[src/rtl/fifo.sv]
// Single-clock FIFO with registered read data and registered empty/full flags.
// A write to a full FIFO is accepted only when a read frees a slot in the same cycle.
module fifo #(
  parameter int DATA_WIDTH = 8,
  parameter int DEPTH      = 8,
  parameter int ADDR_WIDTH = $clog2(DEPTH)
) (
  input  logic                  clk,
  input  logic                  rst,
  input  logic [DATA_WIDTH-1:0] din,
  input  logic                  write,
  input  logic                  read,
  output logic [DATA_WIDTH-1:0] dout,
  output logic                  empty,
  output logic                  full
);

  localparam int CW = ADDR_WIDTH + 1;

  logic [DATA_WIDTH-1:0] mem [DEPTH];
  logic [ADDR_WIDTH-1:0] wr_ptr;
  logic [ADDR_WIDTH-1:0] rd_ptr;
  logic [CW-1:0]         count;
  logic [CW-1:0]         count_next;
  logic                  wr_en;
  logic                  rd_en;

  assign wr_en = write & (~full | read);
  assign rd_en = read & ~empty;

  always_comb begin
    count_next = count;
    case ({wr_en, rd_en})
      2'b10:   count_next = count + CW'(1);
      2'b01:   count_next = count - CW'(1);
      default: count_next = count;
    endcase
  end

  // Storage is deliberately not reset; reset only makes old words unreachable.
  always_ff @(posedge clk) begin
    if (!rst && wr_en) begin
      mem[wr_ptr] <= din;
    end
  end

  always_ff @(posedge clk) begin
    if (rst) begin
      wr_ptr <= '0;
      rd_ptr <= '0;
      count  <= '0;
      dout   <= '0;
      empty  <= 1'b1;
      full   <= 1'b0;
    end else begin
      if (wr_en) begin
        wr_ptr <= wr_ptr + ADDR_WIDTH'(1);
      end
      if (rd_en) begin
        dout   <= mem[rd_ptr];
        rd_ptr <= rd_ptr + ADDR_WIDTH'(1);
      end
      count <= count_next;
      empty <= (count_next == '0);
      full  <= (count_next == CW'(DEPTH));
    end
  end

endmodule

[config.mk]
export PLATFORM = sky130hd
export DESIGN_NAME = fifo
export DESIGN_NICKNAME = d
export VERILOG_FILES = /design/src/rtl/fifo.sv
export SDC_FILE = /design/constraint.sdc
export NUM_CORES = 1
export LEC_CHECK = 0
export CELL_PAD_IN_SITES_DETAIL_PLACEMENT = 1
export CELL_PAD_IN_SITES_GLOBAL_PLACEMENT = 1
export CORE_ASPECT_RATIO = 0.7
export CORE_UTILIZATION = 30
export CTS_BUF_LIST = sky130_fd_sc_hd__clkbuf_4
export CTS_CLUSTER_SIZE = 40
export DETAILED_ROUTE_END_ITERATION = 16
export GPL_TIMING_DRIVEN = 0
export PLACE_DENSITY_LB_ADDON = 0.1
export SLEW_MARGIN = 20
export SYNTH_ARGS = -nofsm -noshare
export SYNTH_HDL_FRONTEND = slang
export SYNTH_SLANG_ARGS = --single-unit
[constraint.sdc]
create_clock -name clk -period 2.2 [get_ports clk]
set_input_delay 0.33 -clock clk [delete_from_list [all_inputs] [get_ports clk]]
set_output_delay 0.33 -clock clk [all_outputs]
set_load 0.02 [all_outputs]
==> results of run 1 <==
repair_timing:
item / CTS / global route
cloned: 0 / 0
pin swaps: 1 / 1
hold buffers: 0 / 0
setup buffers: 1 / 2
gates resized for setup: 7 / 4
setup endpoints to repair: 3 / 3
worst min path at each step:
stage,startpoint,end,slack [ps],cells after the start
floorplan,din[0],mem[0][0],430,0
global placement,dout[5],dout[5],490,2
detailed placement,dout[0],dout[0],490,2
CTS,dout[0],dout[0],510,2
global route,dout[2],dout[2],550,2
finish,dout[5],dout[5],510,2
cell usage in the layout, fill, tap and decap left out, drive strengths merged, types with 3 or more instances in the layout:
master	count
a211oi	8
buf	11
bufinv	3
clkbuf	17
clkdlybuf4s50	21
dfxtp	20
edfxtp	64
ha	4
mux2i	12
mux4	16
nand2	7
nor2	23
nor3	5
nor3b	3
xnor2	5
xor2	5
per-stage QoR:
stage | setup WS [ps] | instance area [um^2] | power [uW] | utilization
floorplan | 42.5 | 3340 | 2260 | -
global placement | -1690 | 3730 | 2480 | 0.353
detailed placement | -823 | 3800 | 2480 | 0.359
CTS | 51.4 | 4010 | 3630 | 0.379
global route | 38.5 | 4050 | 3770 | 0.382
finish | 74.3 | 4050 | 3600 | 0.382
metal layers:
metal | global-route usage | up-vias | wire [um]
li1 | - | 845 | -
met1 | 0.197 | 898 | 3600
met2 | 0.192 | 27 | 3130
met3 | 0.0482 | 5 | 272
met4 | 0.0353 | 0 | 59
met5 | 0 | - | 0
layout make-up:
cell class,count,area share
Timing Repair Buffer,29,0.0662
Clock buffer,11,0.0204
Sequential cell,84,0.574
Multi-Input combinational cell,102,0.251
Tap cell,148,0.0458
Buffer,9,0.0142
Clock inverter,5,0.0247
Inverter,3,0.00371
flip-flops by register name (all words and copies together), names as in the netlist:
name / flops
count: 4
dout: 8
empty: 1
full: 1
mem: 64
rd_ptr: 3
wr_ptr: 3
worst register-to-register path, delay by kind of cell, from the launching register on:
family,cells,cell delay (ps)
flops,1,340
simple gates,1,570
compound gates,1,180
buf+inv,4,660
power by group through the flow:
stage / clock network [uW] / registers [uW] / logic [uW]
finish: 1120 / 1850 / 621
global route: 1220 / 1870 / 687
CTS: 1160 / 1850 / 615
detailed placement: 0 / 1880 / 599
global placement: 0 / 1880 / 592
floorplan: 0 / 1910 / 356
cells by family after synthesis:
family | share of synthesized area
compound gates | 0.0281
xor+xnor | 0.0262
fa+ha+maj | 0.0150
buf+inv | 0.0187
flops | 0.696
mux | 0.144
simple gates | 0.0720
==> results.sh, run 1 <==
export IMPL_std_cell_rows=31
export IMPL_setup_viol=0
export IMPL_ys_ff_latch=84
export IMPL_clk_latency_ps=430
export IMPL_worstPathMaxFanout=5
export IMPL_synth_area_per_cell_um2=16.8
export IMPL_cp_depth=6
export IMPL_cp_data_required_time_ps=2330
export IMPL_gr_total_overflow=0
export IMPL_yosys_top_cells_area="edfxtp_1 (58%), dfxtp_1 (12%), mux4_2 (11%), mux2i_1 (3.6%), nor2_1 (2.6%)"
export IMPL_grt_usage=0.136
export IMPL_rsz0062_at_grt="no"
export IMPL_multi_input_area_mm2=0.00102
export IMPL_htree_levels=3
export IMPL_cp_endpoint="mem[0][0]"
export IMPL_r2r_slack_ps=150
export IMPL_port_buffer_count=21
export IMPL_design_core_area_mm2=0.0106
export IMPL_yosys_area_top_type="edfxtp_1"
export IMPL_worstMarginPinSlew_ps=923
export IMPL_clkPwrFrac=0.312
export IMPL_async_flop_share=0
export IMPL_grt_pass1_wl_mm=11.2
export IMPL_syn_nets=215
export IMPL_dominantRegCellSynth="edfxtp_1"
export IMPL_synth_edf_count=64
export IMPL_area_growth_pct=21.3
export IMPL_rr_worst_depth=6
export IMPL_first_pass_iters=4
export IMPL_max_cap_viol_count=0
export IMPL_wl_mm=7.07
export IMPL_dr_total_vias=1775
export IMPL_worst_setup_path_end_kind="register"
export IMPL_n_antenna_cell=0
export IMPL_crit_path_start="write"
export IMPL_drt_iter0_drc=114
export IMPL_whs_ps=506
export IMPL_power_switching_uw=910
export IMPL_maxClockFrequency_mhz=470
export IMPL_slowest_delay_ps=570
export IMPL_period_share=0.966
export IMPL_vdd_drop_max_mv=0.453
export IMPL_synth_most_common_cell="edfxtp_1"
export IMPL_nets=254
export IMPL_dieArea_mm2=0.0116
export IMPL_via_per_inst=4.54
export IMPL_slew_headroom=0.382
export IMPL_yosysSeqAreaShare=0.696
export IMPL_crit_arrival_ps=2260
export IMPL_drtAntennaViolNets=0
export IMPL_hp_class="register to register"
export IMPL_powerDensity_mw_per_mm2=889
export IMPL_grt_pass1_vias=1894
export IMPL_synthCells=199
export IMPL_seqCellArea_mm2=0.00232
export IMPL_yosys_top_cells_count="edfxtp_1 (64), nor2_1 (23), dfxtp_1 (20), mux4_2 (16), mux2i_1 (12)"
export IMPL_final_cells=391
export IMPL_path_delay_family="buffers and inverters"
export IMPL_die_x_um=128
export IMPL_dp_cells=373
export IMPL_period_needed_ps=2130
export IMPL_worst_path_buf_inv=4
export IMPL_ys_types=31
export IMPL_fin_skew_ps=19.3
export IMPL_drc=0
export IMPL_slew_viol_final=0
export IMPL_final_hold_viol_count=0
export IMPL_die_h_um=90.2
export IMPL_clock_path_buffers=2
export IMPL_cts_tree="done"
export IMPL_pwr_share_comb=0.173
export IMPL_initial_core_util=0.315
export IMPL_status="completed"
export IMPL_power_leakage_uw=0.00128
export IMPL_finalSetupTns_ps=0
export IMPL_drive_above_1_share=0.239
export IMPL_startpoint_type="input pin"
export IMPL_dpl_hpwl_mm=4.79
export IMPL_switching_share=0.253
export IMPL_cts_sinks=84
export IMPL_antenna_found_initial=0
export IMPL_wire_per_inst_um=18.1
export IMPL_p_int_uw=2690
export IMPL_n_fill_cell=1064
export IMPL_yosys_area_top_type_share=0.576
export IMPL_ios=22
export IMPL_yosys_warnings=0
export IMPL_clockRootBuffer="clkbuf_4"
export IMPL_place_congestion=0.663
export IMPL_grt_max_degree=14
export IMPL_reg2reg_from="full"
export IMPL_syn_area_mm2=0.00334
export IMPL_r2r_end="mem[0][0]"
export IMPL_clk_pin_slew_ps=130
export IMPL_numCtsBuffers=9
export IMPL_critPathKind="input pin to register"
export IMPL_p_seq_frac=0.515
export IMPL_cp_slowest_cell="nor4b_2"
export IMPL_crit_path_cell_trace="clkdlybuf4s50_1 -> o21a_4 -> clkinvlp_4 -> buf_4 -> nor4b_2 -> buf_2"
Note: power is estimated with default switching activity, not from simulation.
==> run 2, diff against run 1 <==
--- a/config.mk
+++ b/config.mk
@@ -9,7 +9,7 @@
 export CELL_PAD_IN_SITES_GLOBAL_PLACEMENT = 1
 export CORE_ASPECT_RATIO = 0.7
 export CORE_UTILIZATION = 30
-export CTS_BUF_LIST = sky130_fd_sc_hd__clkbuf_4
+export CTS_BUF_LIST = sky130_fd_sc_hd__clkbuf_4 sky130_fd_sc_hd__clkbuf_8
 export CTS_CLUSTER_SIZE = 40
 export DETAILED_ROUTE_END_ITERATION = 16
 export GPL_TIMING_DRIVEN = 0
==> run 2 against run 1 <==
Net effect:
- clock-buffer cell count is the same
- critical path depth grew 2
- sequential share of layout area shrank 1.2 points
- final cell count grew 0.26%
- die area is the same
- critical path type unchanged
- highest routed layer unchanged
==> results.sh, run 2 (synthesis results as in run 1) <==
export IMPL_drtAntennaViolNets=0
export IMPL_max_cap_viol_count=0
export IMPL_fin_skew_ps=10.3
export IMPL_dieArea_mm2=0.0116
export IMPL_switching_share=0.245
export IMPL_port_buffer_count=21
export IMPL_area_growth_pct=23.8
export IMPL_worst_path_buf_inv=2
export IMPL_first_pass_iters=4
export IMPL_setup_slack_ps=115
export IMPL_place_congestion=0.663
export IMPL_largest_reg_flops=64
export IMPL_drc=0
export IMPL_dpl_hpwl_mm=4.79
export IMPL_ios=22
export IMPL_wl_mm=7.09
export IMPL_power_switching_uw=932
export IMPL_period_share=0.948
export IMPL_grt_usage=0.137
export IMPL_slew_viol_final=0
export IMPL_grt_pass1_wl_mm=11.2
export IMPL_top_regs="mem: 64 flops, dout: 8 flops, count: 4 flops"
export IMPL_place_ws_ps=-823
export IMPL_gr_total_overflow=0
export IMPL_pwr_share_comb=0.166
export IMPL_slowest_delay_ps=540
export IMPL_setup_viol=0
export IMPL_holdBufCountCts=0
export IMPL_crit_arrival_ps=2320
export IMPL_crit_path_start="read"
export IMPL_hp_class="register to register"
export IMPL_worstMarginPinSlew_ps=923
export IMPL_final_hold_viol_count=0
export IMPL_period_needed_ps=2080
export IMPL_startpoint_type="input pin"
export IMPL_fin_util=0.390
export IMPL_worstPathMaxFanout=7
export IMPL_final_cell_mix="edfxtp_1 (64), nor2_1 (23), dfxtp_1 (20), clkdlybuf4s50_1 (20), mux4_2 (16)"
export IMPL_n_fill_cell=1064
export IMPL_cts_sinks=84
export IMPL_p_int_uw=2870
export IMPL_die_h_um=90.2
export IMPL_path_delay_family="buffers and inverters"
export IMPL_antenna_found_initial=0
export IMPL_dp_cells=373
export IMPL_initial_core_util=0.315
export IMPL_via_per_inst=4.58
export IMPL_drt_iter0_drc=107
export IMPL_worst_setup_path_end_kind="register"
export IMPL_cp_data_required_time_ps=2430
export IMPL_drive_above_1_share=0.246
export IMPL_design_core_area_mm2=0.0106
export IMPL_rsz0062_at_grt="no"
export IMPL_crit_path_cell_trace="clkdlybuf4s50_1 -> o21a_4 -> clkinvlp_4 -> ha_4 -> a2111oi_2 -> mux2i_1 -> xor2_1 -> nor3_2"
export IMPL_power_leakage_uw=0.00133
export IMPL_nets=255
export IMPL_p_total_uw=3810
export IMPL_wire_per_inst_um=18.1
export IMPL_die_x_um=128
export IMPL_largest_register="mem"
export IMPL_cp_slowest_cell="clkdlybuf4s50_1"
export IMPL_grt_pass1_vias=1901
export IMPL_final_common_cell="edfxtp_1"
export IMPL_dr_total_vias=1794
export IMPL_status="completed"
export IMPL_clock_path_buffers=2
export IMPL_clkPwrFrac=0.347
export IMPL_finalSetupTns_ps=0
export IMPL_grt_max_degree=14
export IMPL_numCtsBuffers=9
export IMPL_maxClockFrequency_mhz=480
export IMPL_clk_latency_ps=360
export IMPL_vdd_drop_max_mv=0.476
export IMPL_powerDensity_mw_per_mm2=922
export IMPL_n_antenna_cell=0
export IMPL_final_cells=392
export IMPL_slew_headroom=0.382
export IMPL_htree_levels=3
export IMPL_cts_tree="done"
export IMPL_clockRootBuffer="clkbuf_8"
export IMPL_clk_pin_slew_ps=90
export IMPL_p_seq_frac=0.487
export IMPL_hp_start="dout[5]"
export IMPL_std_cell_rows=31
export IMPL_critPathKind="input pin to register"
export IMPL_reg2reg_from="full"
run 2: cell type report:
type,count,area [um^2],area share
clock inverter,5,100,0.0242
timing repair buffer,30,278,0.0673
inverter,3,15.0,0.00364
buffer,9,58.8,0.0142
clock buffer,11,139,0.0336
multi-input combinational,102,1030,0.250
tap,148,185,0.0448
sequential,84,2320,0.562
run 2: worst reg2reg max path: cells and delay by family (launching register included):
kind                     cells  cell delay [ps]
XOR/XNOR                     1              250
multiplexers                 1              200
buffers and inverters        2              180
AO/OA/AOI/OAI                2              500
AND/OR/NAND/NOR              1               70
adder cells (fa/ha/maj)      1              280
flip-flops                   1              320
run 2: worst paths after layout:
check                                to  cells after the start  slack [ps]
worst max-delay path               full                      8         120
worst min-delay path            dout[5]                      2         500
worst min register to register  dout[5]                      2         500
worst max register to register     full                      8         270
run 2: per-layer routing:
layer / part of all wire / GRT usage / vias to the layer above
met5: 0 / 0 / -
met2: 0.44 / 0.194 / 29
li1: - / - / 844
met1: 0.51 / 0.195 / 915
met4: 0.0097 / 0.0382 / 0
met3: 0.035 / 0.0482 / 6
run 2: power groups by stage:
| stage | Combinational (uW) | Clock, uW | Sequential (uW) |
|---|---|---|---|
| after floorplan | 356 | 0 | 1910 |
| after global placement | 592 | 0 | 1880 |
| after detailed placement | 599 | 0 | 1880 |
| after CTS | 627 | 1370 | 1850 |
| after global routing | 698 | 1420 | 1870 |
| final | 633 | 1320 | 1850 |
run 2: metrics by stage:
| stage | cell area, um^2 | hold slack (ps) |
|---|---|---|
| after floorplan | 3340 | 429 |
| after global placement | 3730 | 490 |
| after detailed placement | 3800 | 493 |
| after CTS | 4090 | 505 |
| after global routing | 4130 | 541 |
| final | 4130 | 499 |
run 2: timing repair:
action,4_1_cts,5_1_grt
setup endpoints to repair,7,4
gates resized for setup,11,5
buffers inserted,1,3
pin swaps,1,1
==> run 3, diff against run 2 <==
--- a/config.mk
+++ b/config.mk
@@ -14,7 +14,7 @@
 export DETAILED_ROUTE_END_ITERATION = 16
 export GPL_TIMING_DRIVEN = 0
 export PLACE_DENSITY_LB_ADDON = 0.1
-export SLEW_MARGIN = 20
+export SLEW_MARGIN = 25
 export SYNTH_ARGS = -nofsm -noshare
 export SYNTH_HDL_FRONTEND = slang
 export SYNTH_SLANG_ARGS = --single-unit
==> run 3 against run 2 <==
Net effect:
- non-clock buffer count unchanged
- sequential cell count unchanged
- critical path depth unchanged
- sequential power about the same
- final cell count unchanged
- wire length unchanged
- critical path type unchanged
==> results.sh, run 3 (synthesis results as in run 1) <==
export IMPL_status="completed"
export IMPL_final_cells=392
export IMPL_nets=255
export IMPL_grt_pass1_vias=1901
export IMPL_drive_above_1_share=0.246
export IMPL_pwr_share_comb=0.166
export IMPL_hold_end="dout[5]"
export IMPL_grt_pass1_wl_mm=11.2
export IMPL_grt_max_degree=14
export IMPL_slowest_delay_ps=540
export IMPL_reg2reg_from="full"
export IMPL_final_common_cell="edfxtp_1"
export IMPL_largest_reg_flops=64
export IMPL_slew_viol_final=0
export IMPL_top_layer="met4"
export IMPL_p_total_uw=3810
export IMPL_antenna_found_initial=0
export IMPL_n_fill_cell=1064
export IMPL_crit_arrival_ps=2320
export IMPL_powerDensity_mw_per_mm2=922
export IMPL_drc=0
export IMPL_hold_depth=2
export IMPL_wl_met1_mm=3.63
export IMPL_cp_slowest_cell="clkdlybuf4s50_1"
export IMPL_n_antenna_cell=0
export IMPL_cts_tree="done"
export IMPL_drt_iter0_drc=107
export IMPL_wl_mm=7.09
export IMPL_p_seq_frac=0.487
export IMPL_hp_class="register to register"
export IMPL_holdBufCountCts=0
export IMPL_startpoint_type="input pin"
export IMPL_worstPathMaxFanout=7
export IMPL_place_congestion=0.663
export IMPL_wire_per_inst_um=18.1
export IMPL_rsz0062_at_grt="no"
export IMPL_drtAntennaViolNets=0
export IMPL_cts_sinks=84
export IMPL_clk_latency_ps=360
export IMPL_hp_start="dout[5]"
export IMPL_ios=22
export IMPL_std_cell_rows=31
export IMPL_r2r_end="full"
export IMPL_first_pass_iters=4
export IMPL_maxClockFrequency_mhz=480
export IMPL_port_buffer_count=21
export IMPL_design_core_area_mm2=0.0106
export IMPL_dpl_hpwl_mm=4.79
export IMPL_fin_skew_ps=10.3
export IMPL_gr_total_overflow=0
export IMPL_max_cap_viol_count=0
export IMPL_p_int_uw=2870
export IMPL_cp_data_required_time_ps=2430
export IMPL_final_hold_viol_count=0
export IMPL_initial_core_util=0.315
export IMPL_via_per_inst=4.58
export IMPL_place_ws_ps=-823
export IMPL_grt_usage=0.137
export IMPL_dp_cells=373
export IMPL_slew_headroom=0.382
export IMPL_dr_total_vias=1794
export IMPL_r2r_slack_ps=270
export IMPL_crit_path_cell_trace="clkdlybuf4s50_1 -> o21a_4 -> clkinvlp_4 -> ha_4 -> a2111oi_2 -> mux2i_1 -> xor2_1 -> nor3_2"
export IMPL_clkPwrFrac=0.347
export IMPL_worstMarginPinSlew_ps=923
export IMPL_switching_share=0.245
export IMPL_vdd_drop_max_mv=0.476
export IMPL_setup_slack_ps=115
export IMPL_worst_setup_path_end_kind="register"
export IMPL_fin_area_mm2=0.00413
export IMPL_wl_met3_um=246
export IMPL_placed_cell_area_mm2=0.00380
export IMPL_period_share=0.948
export IMPL_area_growth_pct=23.8
export IMPL_clock_path_buffers=2
export IMPL_setup_viol=0
export IMPL_largest_register="mem"
export IMPL_die_h_um=90.2
export IMPL_top_regs="mem: 64 flops, dout: 8 flops, count: 4 flops"
export IMPL_wl_met2_mm=3.14
export IMPL_critPathKind="input pin to register"
export IMPL_numCtsBuffers=9
export IMPL_clockRootBuffer="clkbuf_8"
export IMPL_clk_pin_slew_ps=90
export IMPL_period_needed_ps=2080
export IMPL_die_x_um=128
export IMPL_final_cell_mix="edfxtp_1 (64), nor2_1 (23), dfxtp_1 (20), clkdlybuf4s50_1 (20), mux4_2 (16)"
export IMPL_dieArea_mm2=0.0116
export IMPL_htree_levels=3
export IMPL_power_switching_uw=932
export IMPL_rr_worst_depth=8
export IMPL_power_leakage_uw=0.00133
==> run 3: routing by layer <==
metal	global-route usage	vias to the layer above
met5	0	-
li1	-	844
met3	0.0482	6
met4	0.0382	0
met1	0.195	915
met2	0.194	29
==> run 3: power by group through the flow <==
stage / sequential, uW / clock (uW) / combinational (uW)
after floorplan: 1910 / 0 / 356
after global placement: 1880 / 0 / 592
after detailed placement: 1880 / 0 / 599
after CTS: 1850 / 1370 / 627
after global routing: 1870 / 1420 / 698
final: 1850 / 1320 / 633
==> run 3: cell type report <==
cell class	instances	area, um^2	area share
plain buffers	9	58.8	0.0142
multi-input cells	102	1030	0.250
inverters	3	15.0	0.00364
repair buffers	30	278	0.0673
well taps	148	185	0.0448
clock buffers	11	139	0.0336
flip-flops and latches	84	2320	0.562
clock inverters	5	100	0.0242
==> run 3: timing repair <==
item | in CTS | in global routing
endpoints found under the setup margin | 7 | 4
gates resized for setup | 11 | 5
setup buffers | 1 | 3
pin swaps | 1 | 1
endpoints found under the hold margin | 0 | 0
==> run 3: how the worst max path moves through the flow <==
| stage | startpoint | end | slack (ps) | cells past startpoint |
|---|---|---|---|---|
| 6_report | read | full | 120 | 8 |
| 5_1_grt | read | empty | 30 | 9 |
| 4_1_cts | read | empty | 40 | 9 |
| 3_5_place_dp | write | full | -820 | 9 |
| 3_3_place_gp | write | mem[0][7] | -1690 | 4 |
| 2_1_floorplan | full | full | 40 | 9 |
==> run 3: through the flow <==
stage	setup TNS, ps	util	hold WS, ps
2_1_floorplan	0	-	429
3_3_place_gp	-53670	0.353	490
3_5_place_dp	-19720	0.359	493
4_1_cts	0	0.386	505
5_1_grt	0	0.390	541
6_report	0	0.390	499
==> run 3: worst max-delay path: cells and delay by family <==
family | cells | cell delay [ps]
buffers and inverters | 2 | 650
xor gates and xnor gates | 1 | 250
adders and majority gates | 1 | 280
and+or+nand+nor | 1 | 70
AOI/OAI and AO/OA | 2 | 540
muxes | 1 | 200
